### src/rtl/pe_sched_pkg.sv
// Shared types and constants for the 3-way alignment PE scheduler.
// Optional feature macro used by the design: BEST_LOC_EN.
package pe_sched_pkg;

    localparam int SCORE_W = 12;

    typedef enum logic [1:0] {
        IDLE  = 2'd0,
        SWEEP = 2'd1,
        DRAIN = 2'd2,
        DONE  = 2'd3
    } state_t;

    typedef logic signed [1:0] pair_score_t;
    typedef logic signed [2:0] triple_score_t;

    localparam logic signed [SCORE_W-1:0] MIN_SCORE = {1'b1, {(SCORE_W-1){1'b0}}};

    function automatic pair_score_t pair_score(input logic [1:0] x, input logic [1:0] y);
        pair_score_t s;
        if (x == y) begin
            s = 2'sb01;
        end else begin
            s = 2'sb11;
        end
        return s;
    endfunction

endpackage

### src/rtl/pe_sched_if.sv
// Scheduler <-> PE bus: cell coordinates out, bases back, scores out, final result back.
interface pe_sched_if #(
    parameter int LEN_W   = 6,
    parameter int SCORE_W = pe_sched_pkg::SCORE_W
);
    import pe_sched_pkg::*;

    logic                      pe_ready;
    logic                      cell_valid;
    logic [LEN_W-1:0]          cell_i;
    logic [LEN_W-1:0]          cell_j;
    logic [LEN_W-1:0]          cell_k;
    logic [1:0]                a_base;
    logic [1:0]                b_base;
    logic [1:0]                c_base;
    logic                      score_valid;
    pair_score_t               Score2AB;
    pair_score_t               Score2AC;
    pair_score_t               Score2BC;
    triple_score_t             Score3ABC;
    logic signed [SCORE_W-1:0] Final_score;

    modport master (
        input  pe_ready, a_base, b_base, c_base, Final_score,
        output cell_valid, cell_i, cell_j, cell_k,
               score_valid, Score2AB, Score2AC, Score2BC, Score3ABC
    );

    modport slave (
        output pe_ready, a_base, b_base, c_base, Final_score,
        input  cell_valid, cell_i, cell_j, cell_k,
               score_valid, Score2AB, Score2AC, Score2BC, Score3ABC
    );

endinterface

### src/rtl/pe_sched_score_gen.sv
// Combinational match scoring of three bases: pairwise +1/-1 and their sum.
module score_gen
    import pe_sched_pkg::*;
(
    input  logic [1:0]    i_a_base,
    input  logic [1:0]    i_b_base,
    input  logic [1:0]    i_c_base,
    output pair_score_t   o_ab,
    output pair_score_t   o_ac,
    output pair_score_t   o_bc,
    output triple_score_t o_abc
);

    assign o_ab  = pair_score(i_a_base, i_b_base);
    assign o_ac  = pair_score(i_a_base, i_c_base);
    assign o_bc  = pair_score(i_b_base, i_c_base);
    // sign-extend each pair score before summing so -3 wraps correctly in 3 bits
    assign o_abc = {o_ab[1], o_ab} + {o_ac[1], o_ac} + {o_bc[1], o_bc};

endmodule

### src/rtl/pe_sched.sv
// Wavefront scheduler for a 3-D alignment PE: sweeps planes d=i+j+k, scores cells, tracks the best result.
// Define BEST_LOC_EN to also report the coordinates of the best cell (best_i/best_j/best_k).
module pe_sched #(
    parameter int LEN_W    = 6,
    parameter int SCORE_W  = pe_sched_pkg::SCORE_W,
    parameter int PIPE_LAT = 3
) (
    input  logic                      CLK,
    input  logic                      RST_N,
    input  logic                      start,
    input  logic [LEN_W-1:0]          len_a,
    input  logic [LEN_W-1:0]          len_b,
    input  logic [LEN_W-1:0]          len_c,
    output logic                      busy,
    output logic                      done,
    output logic signed [SCORE_W-1:0] best_score,
`ifdef BEST_LOC_EN
    output logic [LEN_W-1:0]          best_i,
    output logic [LEN_W-1:0]          best_j,
    output logic [LEN_W-1:0]          best_k,
`endif
    pe_sched_if.master                pe
);
    import pe_sched_pkg::*;

    localparam int DW  = LEN_W + 2;
    localparam int DCW = $clog2(PIPE_LAT + 3);
    localparam logic signed [SCORE_W-1:0] BEST_INIT = {1'b1, {(SCORE_W-1){1'b0}}};
    localparam logic [LEN_W-1:0] L_ZERO  = {LEN_W{1'b0}};
    localparam logic [LEN_W-1:0] L_ONE   = {{(LEN_W-1){1'b0}}, 1'b1};
    localparam logic [DW-1:0]    D_ZERO  = {DW{1'b0}};
    localparam logic [DW-1:0]    D_ONE   = {{(DW-1){1'b0}}, 1'b1};
    localparam logic [DW-1:0]    D_FIRST = {{(DW-2){1'b0}}, 2'b11};
    localparam logic [DCW-1:0]   DR_ZERO = {DCW{1'b0}};
    localparam logic [DCW-1:0]   DR_ONE  = {{(DCW-1){1'b0}}, 1'b1};
    localparam logic [DCW-1:0]   DR_LAST = DCW'(PIPE_LAT + 1);

    state_t                    r_state, w_state_nxt;
    logic [LEN_W-1:0]          r_la, r_lb, r_lc;
    logic [LEN_W-1:0]          r_i, r_j, w_i_nxt, w_j_nxt;
    logic [DW-1:0]             r_d, w_d_nxt, r_d_last;
    logic [DW-1:0]             w_ij, w_k_full;
    logic [DCW-1:0]            r_drain, w_drain_nxt;
    logic                      w_accept, w_len_zero, w_slot_ok, w_last_slot, w_cell_valid;
    logic                      r_v1, r_score_valid;
    logic [PIPE_LAT-1:0]       r_res_v;
    logic [PIPE_LAT:0]         w_res_shift;
    logic                      w_best_upd;
    pair_score_t               w_ab, w_ac, w_bc, r_ab, r_ac, r_bc;
    triple_score_t             w_abc, r_abc;
    logic signed [SCORE_W-1:0] r_best;

    assign w_len_zero   = (len_a == L_ZERO) || (len_b == L_ZERO) || (len_c == L_ZERO);
    assign w_ij         = {2'b00, r_i} + {2'b00, r_j};
    assign w_k_full     = r_d - w_ij;
    assign w_slot_ok    = (r_d > w_ij) && (w_k_full <= {2'b00, r_lc});
    assign w_last_slot  = (r_i == r_la) && (r_j == r_lb) && (r_d == r_d_last);
    assign w_cell_valid = (r_state == SWEEP) && pe.pe_ready && w_slot_ok;
    assign w_res_shift  = {r_res_v, r_score_valid};
    assign w_best_upd   = r_res_v[PIPE_LAT-1] && (pe.Final_score > r_best);

    score_gen u_score_gen (
        .i_a_base (pe.a_base),
        .i_b_base (pe.b_base),
        .i_c_base (pe.c_base),
        .o_ab     (w_ab),
        .o_ac     (w_ac),
        .o_bc     (w_bc),
        .o_abc    (w_abc)
    );

    // next-state and sweep-counter logic; j is innermost, then i, then plane d
    always_comb begin
        w_state_nxt = r_state;
        w_i_nxt     = r_i;
        w_j_nxt     = r_j;
        w_d_nxt     = r_d;
        w_drain_nxt = r_drain;
        w_accept    = 1'b0;
        case (r_state)
            IDLE: begin
                if (start) begin
                    w_accept    = 1'b1;
                    w_i_nxt     = L_ONE;
                    w_j_nxt     = L_ONE;
                    w_d_nxt     = D_FIRST;
                    w_drain_nxt = DR_ZERO;
                    if (w_len_zero) begin
                        w_state_nxt = DONE;
                    end else begin
                        w_state_nxt = SWEEP;
                    end
                end else begin
                    w_state_nxt = IDLE;
                end
            end
            SWEEP: begin
                if (!pe.pe_ready) begin
                    w_state_nxt = SWEEP;
                end else if (w_last_slot) begin
                    w_state_nxt = DRAIN;
                    w_drain_nxt = DR_ZERO;
                end else if (r_j != r_lb) begin
                    w_j_nxt = r_j + L_ONE;
                end else if (r_i != r_la) begin
                    w_j_nxt = L_ONE;
                    w_i_nxt = r_i + L_ONE;
                end else begin
                    w_j_nxt = L_ONE;
                    w_i_nxt = L_ONE;
                    w_d_nxt = r_d + D_ONE;
                end
            end
            DRAIN: begin
                if (r_drain == DR_LAST) begin
                    w_state_nxt = DONE;
                end else begin
                    w_drain_nxt = r_drain + DR_ONE;
                end
            end
            DONE: begin
                w_state_nxt = IDLE;
            end
            default: begin
                w_state_nxt = IDLE;
            end
        endcase
    end

    // state, sweep counters and job lengths latched on the accepted start
    always_ff @(posedge CLK or negedge RST_N) begin
        if (!RST_N) begin
            r_state  <= IDLE;
            r_i      <= L_ZERO;
            r_j      <= L_ZERO;
            r_d      <= D_ZERO;
            r_drain  <= DR_ZERO;
            r_la     <= L_ZERO;
            r_lb     <= L_ZERO;
            r_lc     <= L_ZERO;
            r_d_last <= D_ZERO;
        end else begin
            r_state <= w_state_nxt;
            r_i     <= w_i_nxt;
            r_j     <= w_j_nxt;
            r_d     <= w_d_nxt;
            r_drain <= w_drain_nxt;
            if (w_accept) begin
                r_la     <= len_a;
                r_lb     <= len_b;
                r_lc     <= len_c;
                r_d_last <= {2'b00, len_a} + {2'b00, len_b} + {2'b00, len_c};
            end
        end
    end

    // base capture, score register, result-valid shift chain and best tracking
    always_ff @(posedge CLK or negedge RST_N) begin
        if (!RST_N) begin
            r_v1          <= 1'b0;
            r_score_valid <= 1'b0;
            r_res_v       <= {PIPE_LAT{1'b0}};
            r_ab          <= 2'sb00;
            r_ac          <= 2'sb00;
            r_bc          <= 2'sb00;
            r_abc         <= 3'sb000;
            r_best        <= BEST_INIT;
        end else begin
            r_v1          <= w_cell_valid;
            r_score_valid <= r_v1;
            r_res_v       <= w_res_shift[PIPE_LAT-1:0];
            if (r_v1) begin
                r_ab  <= w_ab;
                r_ac  <= w_ac;
                r_bc  <= w_bc;
                r_abc <= w_abc;
            end
            if (w_accept) begin
                r_best <= BEST_INIT;
            end else if (w_best_upd) begin
                r_best <= pe.Final_score;
            end
        end
    end

`ifdef BEST_LOC_EN
    localparam int CW = 3 * LEN_W;

    logic [CW-1:0] r_loc1, r_loc2, r_best_loc;
    logic [CW-1:0] r_loc_pipe [PIPE_LAT];

    // coordinates ride alongside the valid pipeline so they line up with Final_score
    always_ff @(posedge CLK or negedge RST_N) begin
        if (!RST_N) begin
            r_loc1     <= {CW{1'b0}};
            r_loc2     <= {CW{1'b0}};
            r_best_loc <= {CW{1'b0}};
            for (int n = 0; n < PIPE_LAT; n++) begin
                r_loc_pipe[n] <= {CW{1'b0}};
            end
        end else begin
            if (w_cell_valid) begin
                r_loc1 <= {r_i, r_j, w_k_full[LEN_W-1:0]};
            end
            if (r_v1) begin
                r_loc2 <= r_loc1;
            end
            r_loc_pipe[0] <= r_loc2;
            for (int n = 1; n < PIPE_LAT; n++) begin
                r_loc_pipe[n] <= r_loc_pipe[n-1];
            end
            if (w_accept) begin
                r_best_loc <= {CW{1'b0}};
            end else if (w_best_upd) begin
                r_best_loc <= r_loc_pipe[PIPE_LAT-1];
            end
        end
    end

    assign best_i = r_best_loc[CW-1 -: LEN_W];
    assign best_j = r_best_loc[2*LEN_W-1 -: LEN_W];
    assign best_k = r_best_loc[LEN_W-1:0];
`endif

    assign pe.cell_valid  = w_cell_valid;
    assign pe.cell_i      = w_cell_valid ? r_i : L_ZERO;
    assign pe.cell_j      = w_cell_valid ? r_j : L_ZERO;
    assign pe.cell_k      = w_cell_valid ? w_k_full[LEN_W-1:0] : L_ZERO;
    assign pe.score_valid = r_score_valid;
    assign pe.Score2AB    = r_ab;
    assign pe.Score2AC    = r_ac;
    assign pe.Score2BC    = r_bc;
    assign pe.Score3ABC   = r_abc;
    assign busy           = (r_state != IDLE);
    assign done           = (r_state == DONE);
    assign best_score     = r_best;

endmodule
### src/flat_wrapper.sv
// flat-port wrapper written by rule: the top's interface ports become plain ports
module pe_sched_flat import pe_sched_pkg::*;
#(
    parameter int LEN_W    = 6,
    parameter int SCORE_W  = pe_sched_pkg::SCORE_W,
    parameter int PIPE_LAT = 3
)
  (CLK, RST_N, start, len_a, len_b, len_c, busy, done, best_score, pe_pe_ready, pe_a_base, pe_b_base, pe_c_base, pe_Final_score, pe_cell_valid, pe_cell_i, pe_cell_j, pe_cell_k, pe_score_valid, pe_Score2AB, pe_Score2AC, pe_Score2BC, pe_Score3ABC);
  pe_sched_if #(.LEN_W(LEN_W), .SCORE_W(SCORE_W)) pe_i ();
  input  logic CLK;
  input  logic RST_N;
  input  logic start;
  input  logic [LEN_W-1:0] len_a;
  input  logic [LEN_W-1:0] len_b;
  input  logic [LEN_W-1:0] len_c;
  output logic busy;
  output logic done;
  output logic signed [SCORE_W-1:0] best_score;
  input wire logic [$bits(pe_i.pe_ready)-1:0] pe_pe_ready;
  input wire logic [$bits(pe_i.a_base)-1:0] pe_a_base;
  input wire logic [$bits(pe_i.b_base)-1:0] pe_b_base;
  input wire logic [$bits(pe_i.c_base)-1:0] pe_c_base;
  input wire logic [$bits(pe_i.Final_score)-1:0] pe_Final_score;
  output wire logic [$bits(pe_i.cell_valid)-1:0] pe_cell_valid;
  output wire logic [$bits(pe_i.cell_i)-1:0] pe_cell_i;
  output wire logic [$bits(pe_i.cell_j)-1:0] pe_cell_j;
  output wire logic [$bits(pe_i.cell_k)-1:0] pe_cell_k;
  output wire logic [$bits(pe_i.score_valid)-1:0] pe_score_valid;
  output wire logic [$bits(pe_i.Score2AB)-1:0] pe_Score2AB;
  output wire logic [$bits(pe_i.Score2AC)-1:0] pe_Score2AC;
  output wire logic [$bits(pe_i.Score2BC)-1:0] pe_Score2BC;
  output wire logic [$bits(pe_i.Score3ABC)-1:0] pe_Score3ABC;
  assign pe_i.pe_ready = pe_pe_ready;
  assign pe_i.a_base = pe_a_base;
  assign pe_i.b_base = pe_b_base;
  assign pe_i.c_base = pe_c_base;
  assign pe_i.Final_score = pe_Final_score;
  assign pe_cell_valid = pe_i.cell_valid;
  assign pe_cell_i = pe_i.cell_i;
  assign pe_cell_j = pe_i.cell_j;
  assign pe_cell_k = pe_i.cell_k;
  assign pe_score_valid = pe_i.score_valid;
  assign pe_Score2AB = pe_i.Score2AB;
  assign pe_Score2AC = pe_i.Score2AC;
  assign pe_Score2BC = pe_i.Score2BC;
  assign pe_Score3ABC = pe_i.Score3ABC;
  pe_sched #(.LEN_W(LEN_W), .SCORE_W(SCORE_W), .PIPE_LAT(PIPE_LAT)) u_core (.CLK(CLK), .RST_N(RST_N), .start(start), .len_a(len_a), .len_b(len_b), .len_c(len_c), .busy(busy), .done(done), .best_score(best_score), .pe(pe_i));
endmodule
### config.mk
export PLATFORM = sky130hd
export DESIGN_NAME = pe_sched_flat
export DESIGN_NICKNAME = d
export VERILOG_FILES = /design/src/rtl/pe_sched_pkg.sv /design/src/rtl/pe_sched_if.sv /design/src/rtl/pe_sched_score_gen.sv /design/src/rtl/pe_sched.sv /design/src/flat_wrapper.sv
export SDC_FILE = /design/constraint.sdc
export NUM_CORES = 1
export LEC_CHECK = 0
export BUFFER_PORTS_ARGS = -buffer_cell sky130_fd_sc_hd__buf_2
export CAP_MARGIN = 20
export CORE_ASPECT_RATIO = 0.8
export CORE_UTILIZATION = 40
export DETAILED_ROUTE_END_ITERATION = 16
export GPL_TIMING_DRIVEN = 0
export PLACE_DENSITY_LB_ADDON = 0.05
export RECOVER_POWER = 50
export SYNTH_ARGS = -nofsm -noshare
export SYNTH_HDL_FRONTEND = slang
export SYNTH_SLANG_ARGS = --single-unit
### constraint.sdc
create_clock -name CLK -period 4.49 [get_ports CLK]
set_input_delay 1.1225 -clock CLK [delete_from_list [all_inputs] [get_ports CLK]]
set_output_delay 1.1225 -clock CLK [all_outputs]
set_load 0.02 [all_outputs]
# Yosys cells after proc, flatten, opt, wreduce, memory -nomap -nowiden
# Cells that the tools add are included.
[op_classes]
add_sub_neg = 10
order_cmp = 3
eq_ne = 21
muxes = 37
n_reduce_logical = 21
[op_table]
columns = ["op", "n"]
rows = [
  ["two-way mux 6 bit", 11],
  ["two-way mux 8 bit", 5],
  ["two-way mux 12 bit", 2],
  ["one-hot mux 6 bit (2 select lines)", 2],
  ["logical NOT 6 bit", 3],
  ["two-way mux 2 bit", 8],
  ["one-hot mux 8 bit (2 select lines)", 1],
  ["adder 6 x 6 -> 7 bit", 2],
  ["adder 6 x 1 -> 6 bit, second input constant", 2],
  ["equality test 6 bit", 2],
  ["> comparator 12 bit", 1],
  ["two-way mux 3 bit", 4],
  ["!= test 2 bit, second input constant", 6],
  ["!= test 6 bit", 2],
  ["AND reduction 5 bit", 2],
  ["one-hot mux 3 bit (3 select lines)", 1],
  ["adder 8 x 1 -> 8 bit, second input constant", 1],
  ["adder 8 x 6 -> 8 bit", 1],
  ["equality test 8 bit", 1],
  ["> comparator 8 bit", 1],
  ["less-or-equal comparator 8 x 6 -> 1 bit", 1],
  ["one-hot mux 2 bit (4 select lines)", 1],
  ["subtractor 8 bit", 1],
  ["equality test 2 bit", 3],
  ["17 further kinds", 28],
]
[word_totals]
register_bits = 77
in_bits = 40
word_cells = 109

# Longest topological paths before layout
[logic_depth]
ltp_word = 6
mapped_depth = 17
mapped_depth_nobuf = 16

# Cells and area by module
# A second synthesis with hierarchy kept.
[hier_totals]
cells_unflattened = 568
area_unflattened_um2 = 5243.8
[by_module_without_submodules]
columns = ["mod", "n_inst", "cells_each", "area_per_inst_um2", "seq_area_each_um2"]
rows = [
  ["pe_sched", 1, 550, 5088.6, 1928.1],
  ["score_gen", 1, 18, 155.1, 0.0],
]

# Worst setup path after synthesis
# OpenSTA, ideal clock, no wires.
[synth_timing]
path_kind = "register -> output"
start = "reg u_core.r_j[0]"
end = "out pe_cell_k[5]"
arrival_ps = 3966
slack_ps = -599
stages_incl_launch_ff = 17
n_path_buf = 0
cell_sequence = "dfrtp_1 -> ha_1 -> fa_1 -> inv_1 -> ha_1 -> nor2b_1 -> o21ai_1 -> a21oi_1 -> o21ai_0 -> nor3b_1 -> nor2_1 -> ha_1 -> o21a_1 -> o22ai_1 -> a21oi_1 -> a2111oi_4 -> nor3b_1"
[synth_via]
elab_chain_cells = 6
elab_cells_between_ends = 7
cone_classes = "2 x add/sub; 2 x order compare; 1 x mux; 2 x reduce/logical"
[synth_lines]
columns = ["item", "line_no", "text"]
rows = [
  ["from (decl)", "pe_sched.sv:40", "logic [LEN_W-1:0] r_i, r_j, w_i_nxt, w_j_nxt;"],
  ["from (signal assigned)", "pe_sched.sv:145", "r_j <= w_j_nxt;"],
  ["adder 6 x 6 -> 7 bit (*)", "pe_sched.sv:54", "assign w_ij = {2'b00, r_i} + {2'b00, r_j};"],
  ["subtractor 8 bit", "pe_sched.sv:55", "assign w_k_full = r_d - w_ij;"],
  ["less-or-equal comparator 8 x 6 -> 1 bit", "pe_sched.sv:56", "assign w_slot_ok = (r_d > w_ij) && (w_k_full <= {2'b00, r_lc});"],
  ["logical AND 1 bit", "pe_sched.sv:56", ""],
  ["logical AND 1 bit", "pe_sched.sv:58", "assign w_cell_valid = (r_state == SWEEP) && pe.pe_ready && w_slot_ok;"],
  ["two-way mux 6 bit (*)", "pe_sched.sv:228", "assign pe.cell_k = w_cell_valid ? w_k_full[LEN_W-1:0] : L_ZERO;"],
  ["to (decl)", "flat_wrapper.sv:27", "output wire logic [$bits(pe_i.cell_k)-1:0] pe_cell_k;"],
]
# Mark *: on every way between the ends. The rest lies on a longest branch, timed or not.

# Worst setup path in the final report
[layout_timing]
start = "reg u_core.r_i[0]"
end = "out pe_cell_k[0]"
[layout_via]
elab_chain_cells = 6
elab_cells_between_ends = 7
cone_classes = "2 x add/sub; 2 x order compare; 1 x mux; 2 x reduce/logical"
[layout_lines]
columns = ["item", "line_no", "text"]
rows = [
  ["from (decl)", "pe_sched.sv:40", ""],
  ["from (signal assigned)", "pe_sched.sv:144", "r_i <= w_i_nxt;"],
  ["adder 6 x 6 -> 7 bit (*)", "pe_sched.sv:54", ""],
  ["subtractor 8 bit", "pe_sched.sv:55", ""],
  ["less-or-equal comparator 8 x 6 -> 1 bit", "pe_sched.sv:56", ""],
  ["logical AND 1 bit", "pe_sched.sv:56", ""],
  ["logical AND 1 bit", "pe_sched.sv:58", ""],
  ["two-way mux 6 bit (*)", "pe_sched.sv:228", ""],
]
# Marks and branches as above.

==> results.yml <==
setup_path:
  kind_of_start_point_of_the_critical_path: "register"
  timing.rr.end: "u_core.r_v1"
  crit_path_max_fanout: 5
  cp.required_ns: 3.37
  critPathKind: "register to output port"
  timing.critical_path.arrival_ns: 4.13
  r2r_start: "u_core.r_i[0]"
  worst_reg_to_reg_setup_slack_ns: 0.87
  r2r.worst_path.cells: 19
  endpoint_kind: "output port"
final_layout:
  nFillCells: 1280
  antenna_cells_inserted: 0
  final_layout_net_count: 843
  final_core_utilization_pct: 52.4
  layout-area-overhead-vs-synth_pct: 25.6
  finish.instance_area_um2: 6850
  post_route_cells_drive_above_1_share_pct: 22.4
route:
  routed_via_density: 5.28
  firstDrtPassIters: 4
  first_iter_violations: 228
  drt.antenna.violating_nets: 0
  post_dr_wirelength_cell_um: 16.1
  via_count: 4904
  route.detailed.drc: 0
  route.final.wire_length_um: 14900
synthesis:
  postSynthAreaPerCell_um2: 8.57
  syn_nets: 730
  synth_flop_cell: "dfrtp_1"
  yosys.area.top_type: "dfrtp_1"
  number_of_enable_flip_flop_cells_after_synthesis: 0
  asyncSetResetFlopFracSynth_pct: 100
  post_synth_main_area_contributors: "dfrtp_1 (34%), ha_1 (11%), nand2_1 (5.8%)"
  synth_seq_cells: 74
  syn-cell-area_um2: 5450
  post-synth-top-area-fraction_pct: 33.5
  synth.yosys.warnings: 0
  netlist-cell-type-count: 63
  yosysSeqAreaShare_pct: 34.0
  syn-instance-count: 636
cts:
  cts_root_buf: "clkbuf_16"
  cts.htree.levels: 3
  tritoncts: "done"
  numClockSinks: 74
  path_clk_slew_ns: 0.05
  clock_path_buffers: 2
  numCtsBuffers: 9
  clock_insertion_delay_worst_skew_ns: 0.34
  post_cts_hold_buffer_count: 0
timing:
  worst_case_setup_margin_in_the_final_layout_ns: -0.766
  max_slew_violation_count: 38
  max_freq_mhz: 190
  post-route-min-period_ns: 5.26
  final_setup_skew_ns: 0.00888
  max-slew-margin-rel_pct: -38.6
  setup_repair_after_global_routing_missed_its_margin: "true"
  final_hold_violations: 0
  worst_slew_pin_slew_ns: 2.08
  setup_viol: 19
  final_min_period_over_clock_period_pct: 117
  finalSetupTns_ns: -13.25
power:
  power.density_nw_per_um2: 709
  leakage_power_total_nw: 3.38
  total_power_w: 0.00485
  max-vdd-ir-drop_v: 0.000366
global_routing:
  grt_max_degree: 39
  grt_overflow: 0
  grt_util_all_layers_pct: 22.1
  antenna_found_initial: 0
  grt_pass1_vias: 4890
  grt_first_pass_wirelength_um: 24500
min_path:
  min-delay-start: "u_core.r_res_v[0]"
  hold_path_class: "register to register"
  whs_endpoint: "u_core.r_res_v[1]"
  worst_hold_path.num_cells: 0
floorplan:
  dieHeight_um: 106
  floorplan.rows: 37
  starting_density_pct: 41.7
  die-area_um2: 14100
  die_w_um: 133
  boundaryPins: 83
  floorplan.core_area_um2: 13100
place:
  place_hpwl_um: 11000
  gpl.final_weighted_congestion: 0.835
  place_worst_setup_slack_ns: -0.924
  post_dp_cell_area_um2: 6180
  place.port_buffers: 82
run_status:
  status: "finished, violations left"
  violations: "capacitance limit, slew limit, setup timing"
flow_run:
  drv_cap: 1
## layer usage
| layer | part of all wire, % | vias to the layer above | global-route usage [%] |
|---|---|---|---|
| met5 | 0 | - | 0 |
| met4 | 1.2 | 0 | 6.16 |
| met3 | 4.2 | 12 | 4.15 |
| met2 | 46 | 98 | 37.0 |
| met1 | 48 | 2366 | 29.2 |
| li1 | - | 2428 | - |
## worst max-delay path: stages, from the launching register on
cell and delay (ns):
dfrtp_2 0.44, ha_4 0.18, fa_2 0.60, inv_2 0.05
ha_4 0.26, nor2b_4 0.14, o21ai_2 0.07, a21oi_2 0.18
o21ai_2 0.07, buf_4 0.14, a21boi_4 0.18, nor2_2 0.07
ha_1 0.28, o21a_1 0.12, o22ai_2 0.10, a21oi_2 0.07
a2111oi_4 0.20, buf_6 0.19, buf_12 0.11, buf_6 0.09
nor2b_4 0.13, buf_6 0.12
## cell usage after synthesis (3+ instances only)
master and number:
inv_1 46, xnor2_1 23, nand3_1 27, xor2_1 21, buf_2 3, and4_1 3
nand2_1 84, o31ai_1 3, or4_1 14, nor2b_1 8, mux2i_1 4, nor2_1 46
o21bai_1 7, nor3_1 5, and3_1 14, a211oi_1 3, buf_4 3, clkbuf_1 20
o21a_1 6, and2_1 19, fa_1 6, a21o_1 13, nand4_1 9, a31oi_1 4
a21oi_1 50, o21ai_0 24, dfrtp_1 73, ha_1 48, mux2_2 3, o21ai_1 9
## repair_timing
item	CTS	global route
setup endpoints to repair	19	19
resized for setup	65	3
cloned	1	0
pin swaps	17	12
setup buffers	14	5
hold endpoints to repair	0	0
## final cells by class
class / count / area, µm² / area share [%]
sequential: 74 / 1860 / 27.1
multi-input combinational: 488 / 3460 / 50.6
tap: 175 / 219 / 3.20
inverter: 46 / 173 / 2.52
clock buffer: 12 / 246 / 3.60
buffer: 28 / 131 / 1.92
timing repair buffer: 102 / 706 / 10.3
clock inverter: 4 / 51.3 / 0.749
## kinds of logic after synthesis
| kind of cell | after synthesis | share of synthesized area, % |
|---|---|---|
| compound gates | 136 | 15.9 |
| xor+xnor | 44 | 7.07 |
| fa+ha+maj | 54 | 13.2 |
| buf+inv | 74 | 5.51 |
| flops | 74 | 34.0 |
| mux | 7 | 1.35 |
| simple gates | 247 | 22.9 |
## stage by stage
| stage | std cells | hold slack, ns |
|---|---|---|
| floorplan | 636 | 0.331 |
| global placement | 893 | 0.348 |
| detailed placement | 894 | 0.342 |
| CTS | 925 | 0.364 |
| global route | 929 | 0.372 |
| finish | 929 | 0.357 |
## worst max-delay path by stage
stage | cells after the start | slack, ns | end | startpoint
finish | 21 | -0.77 | pe_cell_k[0] | u_core.r_i[0]
global placement | 18 | -0.84 | pe_cell_j[1] | u_core.r_i[0]
floorplan | 17 | -0.25 | pe_cell_i[0] | u_core.r_i[0]
detailed placement | 18 | -0.92 | pe_cell_j[1] | u_core.r_i[0]
global route | 21 | -0.96 | pe_cell_k[0] | u_core.r_i[0]
CTS | 20 | -0.84 | pe_cell_i[4] | u_core.r_j[0]
## placed cells by master, fill, tap and decap left out, types with 5 or more instances in the layout
cell type  instances
clkbuf_16          9
xnor2_1           23
o21a_1             6
a21oi_1           46
buf_6             22
clkbuf_1          28
o21bai_1           7
nor2b_1            6
dfrtp_1           69
ha_1              45
nand3_1           27
o21ai_1            8
and2_4            14
buf_2             60
a21o_1            13
inv_1             45
and3_1            14
nor3_1             5
or4_1             14
xor2_1            21
nor2_1            45
nand4_1            9
o21ai_0           23
buf_4             17
nand2_1           84
## sequential cells by signal (all words and copies together) (netlist names), 6 cells and up
register,cells
u_core.r_i,6
u_core.r_la,6
u_core.r_lc,6
u_core.r_d_last,8
u_core.r_lb,6
u_core.best_score,12
u_core.r_j,6
u_core.r_d,8
## power breakdown
group,switching [W],total (W),internal (W)
clock network,0.000284,0.000730,0.000446
logic,0.00164,0.00300,0.00135
registers,0.000228,0.00113,0.000900
Power figures use the tool's default switching activity.
